$ cat config.mk
export PLATFORM = sky130hd
export DESIGN_NAME = ysyx_mem_arbiter
export DESIGN_NICKNAME = d
export VERILOG_FILES = /design/src/rtl/ysyx_mem_arbiter_pkg.sv /design/src/rtl/ysyx_arb_timer.sv /design/src/rtl/ysyx_mem_arbiter.sv
export SDC_FILE = /design/constraint.sdc
export NUM_CORES = 1
export LEC_CHECK = 0
export ABC_AREA = 1
export CAP_MARGIN = 25
export CORE_AREA = 2 2 142 144
export CTS_BUF_LIST = sky130_fd_sc_hd__clkbuf_16
export CTS_CLUSTER_SIZE = 40
export DETAILED_ROUTE_END_ITERATION = 6
export DIE_AREA = 0 0 144 146
export PLACE_DENSITY = 0.7
export SYNTH_ARGS = -nofsm -noshare
export SYNTH_HDL_FRONTEND = slang
export SYNTH_SLANG_ARGS = --single-unit
$ cat constraint.sdc
create_clock -name clk -period 7.1 [get_ports clk]
set_input_delay 1.775 -clock clk [delete_from_list [all_inputs] [get_ports clk]]
set_output_delay 1.775 -clock clk [all_outputs]
set_load 0.02 [all_outputs]
$ cat src/rtl/ysyx_mem_arbiter_pkg.sv
// Shared types and constants for the IFU/LSU memory-port arbiter.
// owner_o exposes the raw state encoding, so the enum values are fixed.
package ysyx_mem_arbiter_pkg;

  typedef enum logic [1:0] {
    StIdle  = 2'd0,
    StIfuRd = 2'd1,
    StLsuRd = 2'd2,
    StLsuWr = 2'd3
  } arb_state_e;

  localparam logic [7:0] StrbByte = 8'h01;
  localparam logic [7:0] StrbHalf = 8'h03;
  localparam logic [7:0] StrbWord = 8'h0f;

endpackage

$ cat src/rtl/ysyx_arb_timer.sv
// Loadable down-counter that bounds how long a transaction may wait for a response.
// expire_o is high while enabled and the count has run out.
module ysyx_arb_timer #(
  parameter int unsigned Width = 8
) (
  input  logic             clk_i,
  input  logic             rst_i,
  input  logic             clear_i,
  input  logic             enable_i,
  input  logic [Width-1:0] load_i,
  output logic             expire_o
);

  logic [Width-1:0] count_d, count_q;

  always_comb begin
    count_d = count_q;
    if (clear_i) begin
      count_d = load_i;
    end else if (enable_i && (count_q != '0)) begin
      count_d = count_q - 1'b1;
    end
  end

  always_ff @(posedge clk_i or posedge rst_i) begin
    if (rst_i) begin
      count_q <= '0;
    end else begin
      count_q <= count_d;
    end
  end

  assign expire_o = enable_i && (count_q == '0);

endmodule

$ cat src/rtl/ysyx_mem_arbiter.sv
// Shares the core memory port between IFU fetches and LSU loads/stores, one transaction
// at a time, with registered bus requests, owner-only responses and a timeout abort.
module ysyx_mem_arbiter
  import ysyx_mem_arbiter_pkg::*;
#(
  parameter int unsigned ADDR_W     = 32,
  parameter int unsigned DATA_W     = 32,
  parameter int unsigned MAX_STARVE = 4,
  parameter int unsigned TIMEOUT    = 255
) (
  input  logic              clk,
  input  logic              rst,
  input  logic [ADDR_W-1:0] ifu_araddr,
  input  logic              ifu_arvalid,
  output logic [DATA_W-1:0] ifu_rdata,
  output logic              ifu_rvalid,
  input  logic [ADDR_W-1:0] lsu_araddr,
  input  logic              lsu_arvalid,
  input  logic [7:0]        lsu_rstrb,
  output logic [DATA_W-1:0] lsu_rdata,
  output logic              lsu_rvalid,
  input  logic [ADDR_W-1:0] lsu_awaddr,
  input  logic              lsu_awvalid,
  input  logic [DATA_W-1:0] lsu_wdata,
  input  logic [7:0]        lsu_wstrb,
  input  logic              lsu_wvalid,
  output logic              lsu_wready,
  output logic [ADDR_W-1:0] bus_araddr,
  output logic              bus_arvalid,
  output logic [7:0]        bus_rstrb,
  input  logic [DATA_W-1:0] bus_rdata,
  input  logic              bus_rvalid,
  output logic [ADDR_W-1:0] bus_awaddr,
  output logic              bus_awvalid,
  output logic [DATA_W-1:0] bus_wdata,
  output logic [7:0]        bus_wstrb,
  output logic              bus_wvalid,
  input  logic              bus_wready,
  output logic              err_o,
  output logic [1:0]        owner_o
);

  localparam int unsigned StarveW = $clog2(MAX_STARVE + 1);
  localparam int unsigned TimerW  = $clog2(TIMEOUT + 1);
  localparam logic [StarveW-1:0] StarveMax = StarveW'(MAX_STARVE);
  // Grant edge loads TIMEOUT-1 so expiry lands TIMEOUT cycles after the grant cycle.
  localparam logic [TimerW-1:0]  TimerLoad = TimerW'(TIMEOUT - 1);

  arb_state_e state_d, state_q;
  logic [StarveW-1:0] starve_d, starve_q;

  logic [ADDR_W-1:0] bus_araddr_d, bus_araddr_q;
  logic              bus_arvalid_d, bus_arvalid_q;
  logic [7:0]        bus_rstrb_d, bus_rstrb_q;
  logic [ADDR_W-1:0] bus_awaddr_d, bus_awaddr_q;
  logic              bus_awvalid_d, bus_awvalid_q;
  logic [DATA_W-1:0] bus_wdata_d, bus_wdata_q;
  logic [7:0]        bus_wstrb_d, bus_wstrb_q;
  logic              bus_wvalid_d, bus_wvalid_q;

  logic grant, done, expire, resp_hit;

  ysyx_arb_timer #(
    .Width(TimerW)
  ) u_timer (
    .clk_i   (clk),
    .rst_i   (rst),
    .clear_i (grant),
    .enable_i(state_q != StIdle),
    .load_i  (TimerLoad),
    .expire_o(expire)
  );

  // Only a response matching the current transaction type counts.
  assign resp_hit = (((state_q == StIfuRd) || (state_q == StLsuRd)) && bus_rvalid) ||
                    ((state_q == StLsuWr) && bus_wready);

  always_ff @(posedge clk or posedge rst) begin
    if (rst) begin
      state_q <= StIdle;
    end else begin
      state_q <= state_d;
    end
  end

  always_comb begin
    state_d = state_q;
    unique case (state_q)
      StIdle: begin
        if (ifu_arvalid && (starve_q == StarveMax)) begin
          state_d = StIfuRd;
        end else if (lsu_awvalid && lsu_wvalid) begin
          state_d = StLsuWr;
        end else if (lsu_arvalid) begin
          state_d = StLsuRd;
        end else if (ifu_arvalid) begin
          state_d = StIfuRd;
        end
      end
      StIfuRd, StLsuRd, StLsuWr: begin
        if (resp_hit || expire) begin
          state_d = StIdle;
        end
      end
      default: state_d = StIdle;
    endcase
  end

  assign grant = (state_q == StIdle) && (state_d != StIdle);
  assign done  = (state_q != StIdle) && (state_d == StIdle);

  always_comb begin
    starve_d = starve_q;
    if (grant) begin
      if ((state_d == StIfuRd) || !ifu_arvalid) begin
        starve_d = '0;
      end else if (starve_q != StarveMax) begin
        starve_d = starve_q + 1'b1;
      end
    end
  end

  always_comb begin
    bus_araddr_d  = bus_araddr_q;
    bus_arvalid_d = bus_arvalid_q;
    bus_rstrb_d   = bus_rstrb_q;
    bus_awaddr_d  = bus_awaddr_q;
    bus_awvalid_d = bus_awvalid_q;
    bus_wdata_d   = bus_wdata_q;
    bus_wstrb_d   = bus_wstrb_q;
    bus_wvalid_d  = bus_wvalid_q;
    if (grant) begin
      if (state_d == StIfuRd) begin
        bus_araddr_d  = ifu_araddr;
        bus_rstrb_d   = StrbWord;
        bus_arvalid_d = 1'b1;
      end else if (state_d == StLsuRd) begin
        bus_araddr_d  = lsu_araddr;
        bus_rstrb_d   = lsu_rstrb;
        bus_arvalid_d = 1'b1;
      end else begin
        bus_awaddr_d  = lsu_awaddr;
        bus_wdata_d   = lsu_wdata;
        bus_wstrb_d   = lsu_wstrb;
        bus_awvalid_d = 1'b1;
        bus_wvalid_d  = 1'b1;
      end
    end else if (done) begin
      bus_arvalid_d = 1'b0;
      bus_awvalid_d = 1'b0;
      bus_wvalid_d  = 1'b0;
    end
  end

  always_ff @(posedge clk or posedge rst) begin
    if (rst) begin
      starve_q      <= '0;
      bus_araddr_q  <= '0;
      bus_arvalid_q <= 1'b0;
      bus_rstrb_q   <= '0;
      bus_awaddr_q  <= '0;
      bus_awvalid_q <= 1'b0;
      bus_wdata_q   <= '0;
      bus_wstrb_q   <= '0;
      bus_wvalid_q  <= 1'b0;
    end else begin
      starve_q      <= starve_d;
      bus_araddr_q  <= bus_araddr_d;
      bus_arvalid_q <= bus_arvalid_d;
      bus_rstrb_q   <= bus_rstrb_d;
      bus_awaddr_q  <= bus_awaddr_d;
      bus_awvalid_q <= bus_awvalid_d;
      bus_wdata_q   <= bus_wdata_d;
      bus_wstrb_q   <= bus_wstrb_d;
      bus_wvalid_q  <= bus_wvalid_d;
    end
  end

  // A timeout still hands the owner a response, with zero data, so it never hangs.
  always_comb begin
    ifu_rvalid = (state_q == StIfuRd) && (bus_rvalid || expire);
    ifu_rdata  = ((state_q == StIfuRd) && bus_rvalid) ? bus_rdata : '0;
    lsu_rvalid = (state_q == StLsuRd) && (bus_rvalid || expire);
    lsu_rdata  = ((state_q == StLsuRd) && bus_rvalid) ? bus_rdata : '0;
    lsu_wready = (state_q == StLsuWr) && (bus_wready || expire);
    err_o      = expire && !resp_hit;
    owner_o    = state_q;
  end

  assign bus_araddr  = bus_araddr_q;
  assign bus_arvalid = bus_arvalid_q;
  assign bus_rstrb   = bus_rstrb_q;
  assign bus_awaddr  = bus_awaddr_q;
  assign bus_awvalid = bus_awvalid_q;
  assign bus_wdata   = bus_wdata_q;
  assign bus_wstrb   = bus_wstrb_q;
  assign bus_wvalid  = bus_wvalid_q;

endmodule
==> impl_metrics.toml, run 1 <==
[power]
power_density_mw_per_mm2 = 507
power.share.clock_pct = 17.4
p_comb_share_pct = 58.1
power_mw = 5.44
p_leak_nw = 4.93
switchingPower_mw = 2.16
p_seq_share_pct = 24.5
p_sw_share_pct = 39.7
ir_drop_v = 0.000236
p_int_mw = 3.28

[clock_tree]
cts_buffers = 17
root_buffer = "clkbuf_16"
clock_path_buffers = 2
cts_tree = "built"
clk-insertion-delay-late_ns = 0.41
post_cts_resized = 0
cts-htree-levels = 4
clock-sinks = 127
cts.clk_slew.worst_paths_ns = 0.06
ctsHoldBuffers = 0
post-cts-setup-buffers = 0

[placement]
numPortBuffers = 368
dp_slack_ns = 1.46
dpl.hpwl_um = 14400
globalplace.congestion = 0.783

[global_route]
grt.total_usage_pct = 18.4
grt_pass1_vias = 5457
grt_first_pass_wirelength_um = 30100
grt_max_degree = 75
antenna_found_initial = 1
overflow = 0

[timing]
max_freq_ghz = 0.178
setup_viol = 0
skew_ns = 0.0117
hold_viol_final = 0
relSlewSlack_pct = 32.1
fin_crit_ns = 5.61
layout_setup_ws_ns = 1.49
final_max_slew_viol_count = 0
rsz0062_at_grt = "no"
setup_tns_ns = 0
worstMarginPinSlew_ns = 1.02
hold_slack_ns = 0.480
fin_crit_sh_pct = 79.1

[routing]
routedWlPerCell_um = 15.4
avgViaCountPerCell = 4.39
drt_iter0_markers = 215
ant_nets = 0
routed_wl_um = 19400
vias = 5534
drc_errors = 0
dr.pass1.iters = 4

[setup_path]
cp_common_cell = "clkdlybuf4s50_1"
crit_type = "in -> out"
crit_fanout = 32
critPathRequiredTime_ns = 5.33
critPathSlowestCell = "clkdlybuf4s50_1"
crit_cells = 4
critical_path.top_delay_family = "buffers and inverters"
crit_buf_inv = 2
cp-end-kind = "output pin"
reg2regPathDepth = 16
arrival_ns = 3.84
slowest_delay_ns = 0.65
crit_path_cell_trace = "clkdlybuf4s50_1, nand2_1, nor2_1, clkdlybuf4s50_1"
worst_setup_path_start_kind = "input port"

[worst_hold_path]
min_path_cells = 2
hold_class = "reg -> reg"

[logic_synthesis]
yosys_warnings = 0
synth_area_per_cell_um2 = 10.1
synth_cell_types = 24
netlist.area_leader.share_pct = 51.0
synth_area_leaders = "dfrtp_1, mux2_4, nor2_1"
syn_area_mm2 = 0.00623
ys_seq_elements = 127
synth_top_area_cell = "dfrtp_1"
ys_seq_area_share_pct = 51.0
syn_inst = 619
syn_nets = 816

[finish]
antenna_cells = 0
drive_gt1_share_pct = 11.7
layout_commonest_cell = "clkdlybuf4s50_1"
fill_cells = 1703
multi_input_area_mm2 = 0.00259
fin_nets = 1180
final_util_pct = 55.5
regArea_mm2 = 0.00318
area_delta_synth_final_pct = 72.3
final_cell_mix = "clkdlybuf4s50_1, dfrtp_1, nor2_1"

[floorplan]
start_util_pct = 32.2
dieArea_mm2 = 0.0210
rows = 51
die_h_um = 146
io_pins = 369
coreArea_mm2 = 0.0193
die_w_um = 144

[flow_run]
drv_cap = 0

[run_status]
status = "finished, final reports clean"
[Yosys cell counts (all sizes together)]
master	instances
ha	13
buf	15
nand3	17
dfrtp	127
clkbuf	16
o21ai	21
nand2	88
o21bai	1
inv	59
xnor2	1
a21boi	2
nor2	116
o31ai	1
nand4	2
mux2	72
or2	2
a21oi	66
[power groups by stage]
stage,logic [mW],registers (mW),clock network (mW)
after floorplan,1.65,1.72,0
after CTS,3.20,1.33,0.971
after global placement,3.13,1.32,0
after detailed placement,3.20,1.33,0
final,3.16,1.33,0.946
after global routing,3.41,1.38,1.00
[layout make-up]
type	instances	share of cell area (%)
clock buffers	17	3.96
inverters	59	2.09
multi-input cells	402	24.1
well taps	265	3.09
flip-flops and latches	127	29.6
clock inverters	15	1.93
repair buffers	376	35.2
[routing by layer]
metal	part of all wire (%)	up-vias	global-route usage, %
li1	-	2711	-
met1	41	2581	22.5
met2	50	214	30.6
met3	7.5	26	5.86
met4	1.7	2	5.98
met5	0.093	-	0
[worst reg2reg max path: stages (launching register included)]
cell and delay [ns]:
dfrtp_1 0.45, inv_1 0.12, ha_1 0.25, inv_1 0.06, nand2_1 0.04, nor2_1 0.12, nand2_1 0.21, nand3_1 0.16
nand2_1 0.05, o21ai_0 0.12, ha_1 0.22, inv_1 0.05, ha_1 0.25, inv_2 0.16, or2_4 0.61, buf_4 0.51
mux2_4 0.34
[logic make-up (layout without fill, tap and decap cells)]
family          after synthesis  count (layout)  share of synthesized area, %
simple gates                225             225                          14.1
flops                       127             127                          51.0
compound gates               91              91                          7.47
buf+inv                      90             467                          7.47
mux                          72              72                          17.2
fa+ha+maj                    13              13                          2.61
xor+xnor                      1               1                         0.141
[worst paths after layout]
check	from	endpoint	slack [ns]
max	bus_rvalid	lsu_rdata[21]	1.49
min	bus_rstrb[4]	bus_rstrb[4]	0.48
max reg2reg	owner_o[0]	bus_wdata[10]	3.25
min reg2reg	bus_rstrb[4]	bus_rstrb[4]	0.48
max in group asynchronous	rst	bus_araddr[1]	4.08
min in group asynchronous	rst	bus_wstrb[4]	1.82
[sequential cells by signal (all words and copies together), names as in the netlist]
name / count
starve_q: 3
bus_arvalid: 1
u_timer.count_q: 8
owner_o: 2
bus_rstrb: 8
bus_araddr: 32
bus_wvalid: 1
bus_wdata: 32
bus_wstrb: 8
bus_awaddr: 32
[stage by stage]
stage | cell area [um2] | instances
4_1_cts | 10700 | 1260
3_3_place_gp | 10100 | 1227
3_5_place_dp | 10100 | 1228
2_1_floorplan | 6230 | 619
5_1_grt | 10700 | 1261
6_report | 10700 | 1261
Power figures use the tool's default switching activity.
==> inputs of run 2 (changes only) <==
CORE_AREA = 2 2 143 145   (was 2 2 142 144)
DIE_AREA = 0 0 145 147   (was 0 0 144 146)
PLACE_DENSITY = 0.69   (was 0.7)
clock period = 5.5 ns   (was 7.1 ns; I/O delays follow)
==> run 2 against run 1 <==
Effect of this change: sequential share of layout area decreased by 0.15 points; die area increased by 1.4%; cell count increased by 0.63%; sequential cell count unchanged; clock power increased by 33%; register-to-register slack got worse by 1.3 ns; clock-buffer cell count unchanged; combinational power increased by 29%; global-route usage decreased by 0.24 points; clock skew increased by 0.0028 ns; power increased by 30%; routed wire length decreased by 0.50%; critical endpoint is now ifu_rdata[19]; largest power group unchanged; highest routed layer is now met4.
==> impl_metrics.toml, run 2 (synthesis gave the netlist of run 1 again) <==
[run_status]
status = "finished, final reports clean"

[floorplan]
rows = 52
io_pins = 369
dieArea_mm2 = 0.0213
start_util_pct = 31.4
die_h_um = 147
coreArea_mm2 = 0.0198
die_w_um = 145

[finish]
final_util_pct = 54.4
layout_commonest_cell = "clkdlybuf4s50_1"
finish.instance_area_mm2 = 0.0108
drive_gt1_share_pct = 11.8
instances_no_fill = 1269
fill_cells = 1757
final_cell_mix = "clkdlybuf4s50_1, dfrtp_1, nor2_1"
area_delta_synth_final_pct = 73.2
fin_nets = 1181

[timing]
hold_slack_ns = 0.478
setup_viol = 0
fin_crit_sh_pct = 83.5
max_freq_ghz = 0.218
skew_ns = 0.0145
fin_crit_ns = 4.60
rsz0062_at_grt = "no"
layout_setup_ws_ns = 0.905
worstMarginPinSlew_ns = 0.604
relSlewSlack_pct = 59.7
setup_tns_ns = 0
hold_viol_final = 0
final_max_slew_viol_count = 0

[worst_hold_path]
hold_class = "reg -> reg"

[power]
power_mw = 7.08
p_leak_nw = 4.95
switchingPower_mw = 2.79
power.share.clock_pct = 17.9
p_sw_share_pct = 39.4
power_density_mw_per_mm2 = 656
p_seq_share_pct = 24.4
ir_drop_v = 0.000342
p_int_mw = 4.29
p_comb_share_pct = 57.8

[clock_tree]
post_cts_resized = 0
clk-insertion-delay-late_ns = 0.42
cts.clk_slew.worst_paths_ns = 0.06
ctsHoldBuffers = 0
cts_buffers = 17
cts_tree = "built"
root_buffer = "clkbuf_16"
clock-sinks = 127
cts-htree-levels = 4
post-cts-setup-buffers = 0
clock_path_buffers = 2

[setup_path]
slowest_delay_ns = 0.61
cp_common_cell = "clkdlybuf4s50_1"
cp-end-kind = "output pin"
crit_type = "in -> out"
worst_setup_path_start_kind = "input port"
arrival_ns = 3.22
crit_fanout = 17
critPathSlowestCell = "clkdlybuf4s50_1"
critPathRequiredTime_ns = 4.12
crit_path_cell_trace = "clkdlybuf4s50_1, nand2_1, buf_4, nor2_1, clkdlybuf4s50_1"

[routing]
routed_wl_um = 19300
ant_nets = 0
dr.pass1.iters = 4
avgViaCountPerCell = 4.42
vias = 5606
drc_errors = 0
drt_iter0_markers = 164
routedWlPerCell_um = 15.2

[global_route]
antenna_found_initial = 2
overflow = 0
grt_pass1_vias = 5560
grt_first_pass_wirelength_um = 30600
grt_max_degree = 85
grt.total_usage_pct = 18.1

[placement]
numPortBuffers = 368
dp_cells = 1235
place_area_mm2 = 0.0101
dpl.hpwl_um = 14500
globalplace.congestion = 0.812
dp_slack_ns = 0.909

[flow_run]
drv_cap = 0
run 2: per-layer routing:
| metal | GRT usage (%) | wire (um) | vias up |
|---|---|---|---|
| met3 | 5.06 | 1180 | 38 |
| met2 | 30.7 | 9620 | 203 |
| li1 | - | - | 2727 |
| met4 | 8.42 | 639 | 0 |
| met1 | 21.5 | 7850 | 2638 |
| met5 | 0 | 0 | - |
run 2: cell type report:
class | instances | area (um2) | area share [%]
Clock buffer | 17 | 425 | 3.94
Inverter | 59 | 224 | 2.08
Antenna cell | 2 | 5.00 | 0.0464
Tap cell | 270 | 338 | 3.13
Clock inverter | 15 | 231 | 2.15
Timing Repair Buffer | 377 | 3800 | 35.2
Multi-Input combinational cell | 402 | 2590 | 24.0
Sequential cell | 127 | 3180 | 29.5
run 2: worst max-delay path: cells and delay by family:
family        cells  cell delay (ns)
buf+inv           3             1.43
simple gates      2             0.41
run 2: worst paths after layout:
check | startpoint | to | slack (ns) | cells after the start
min in group asynchronous | rst | bus_wdata[20] | 1.40 | 2
hold / removal | bus_rstrb[5] | bus_rstrb[5] | 0.48 | 2
max in group asynchronous | rst | bus_araddr[15] | 3.24 | 3
setup reg to reg | owner_o[0] | bus_awaddr[31] | 1.99 | 16
setup / recovery | bus_rvalid | ifu_rdata[19] | 0.90 | 5
hold reg to reg | bus_rstrb[5] | bus_rstrb[5] | 0.48 | 2
run 2: power groups by stage:
stage / Clock [mW] / Combinational, mW / Sequential, mW
detailed placement: 0 / 4.14 / 1.72
CTS: 1.30 / 4.15 / 1.73
floorplan: 0 / 2.12 / 2.22
global route: 1.34 / 4.39 / 1.79
finish: 1.26 / 4.09 / 1.73
global placement: 0 / 4.05 / 1.72
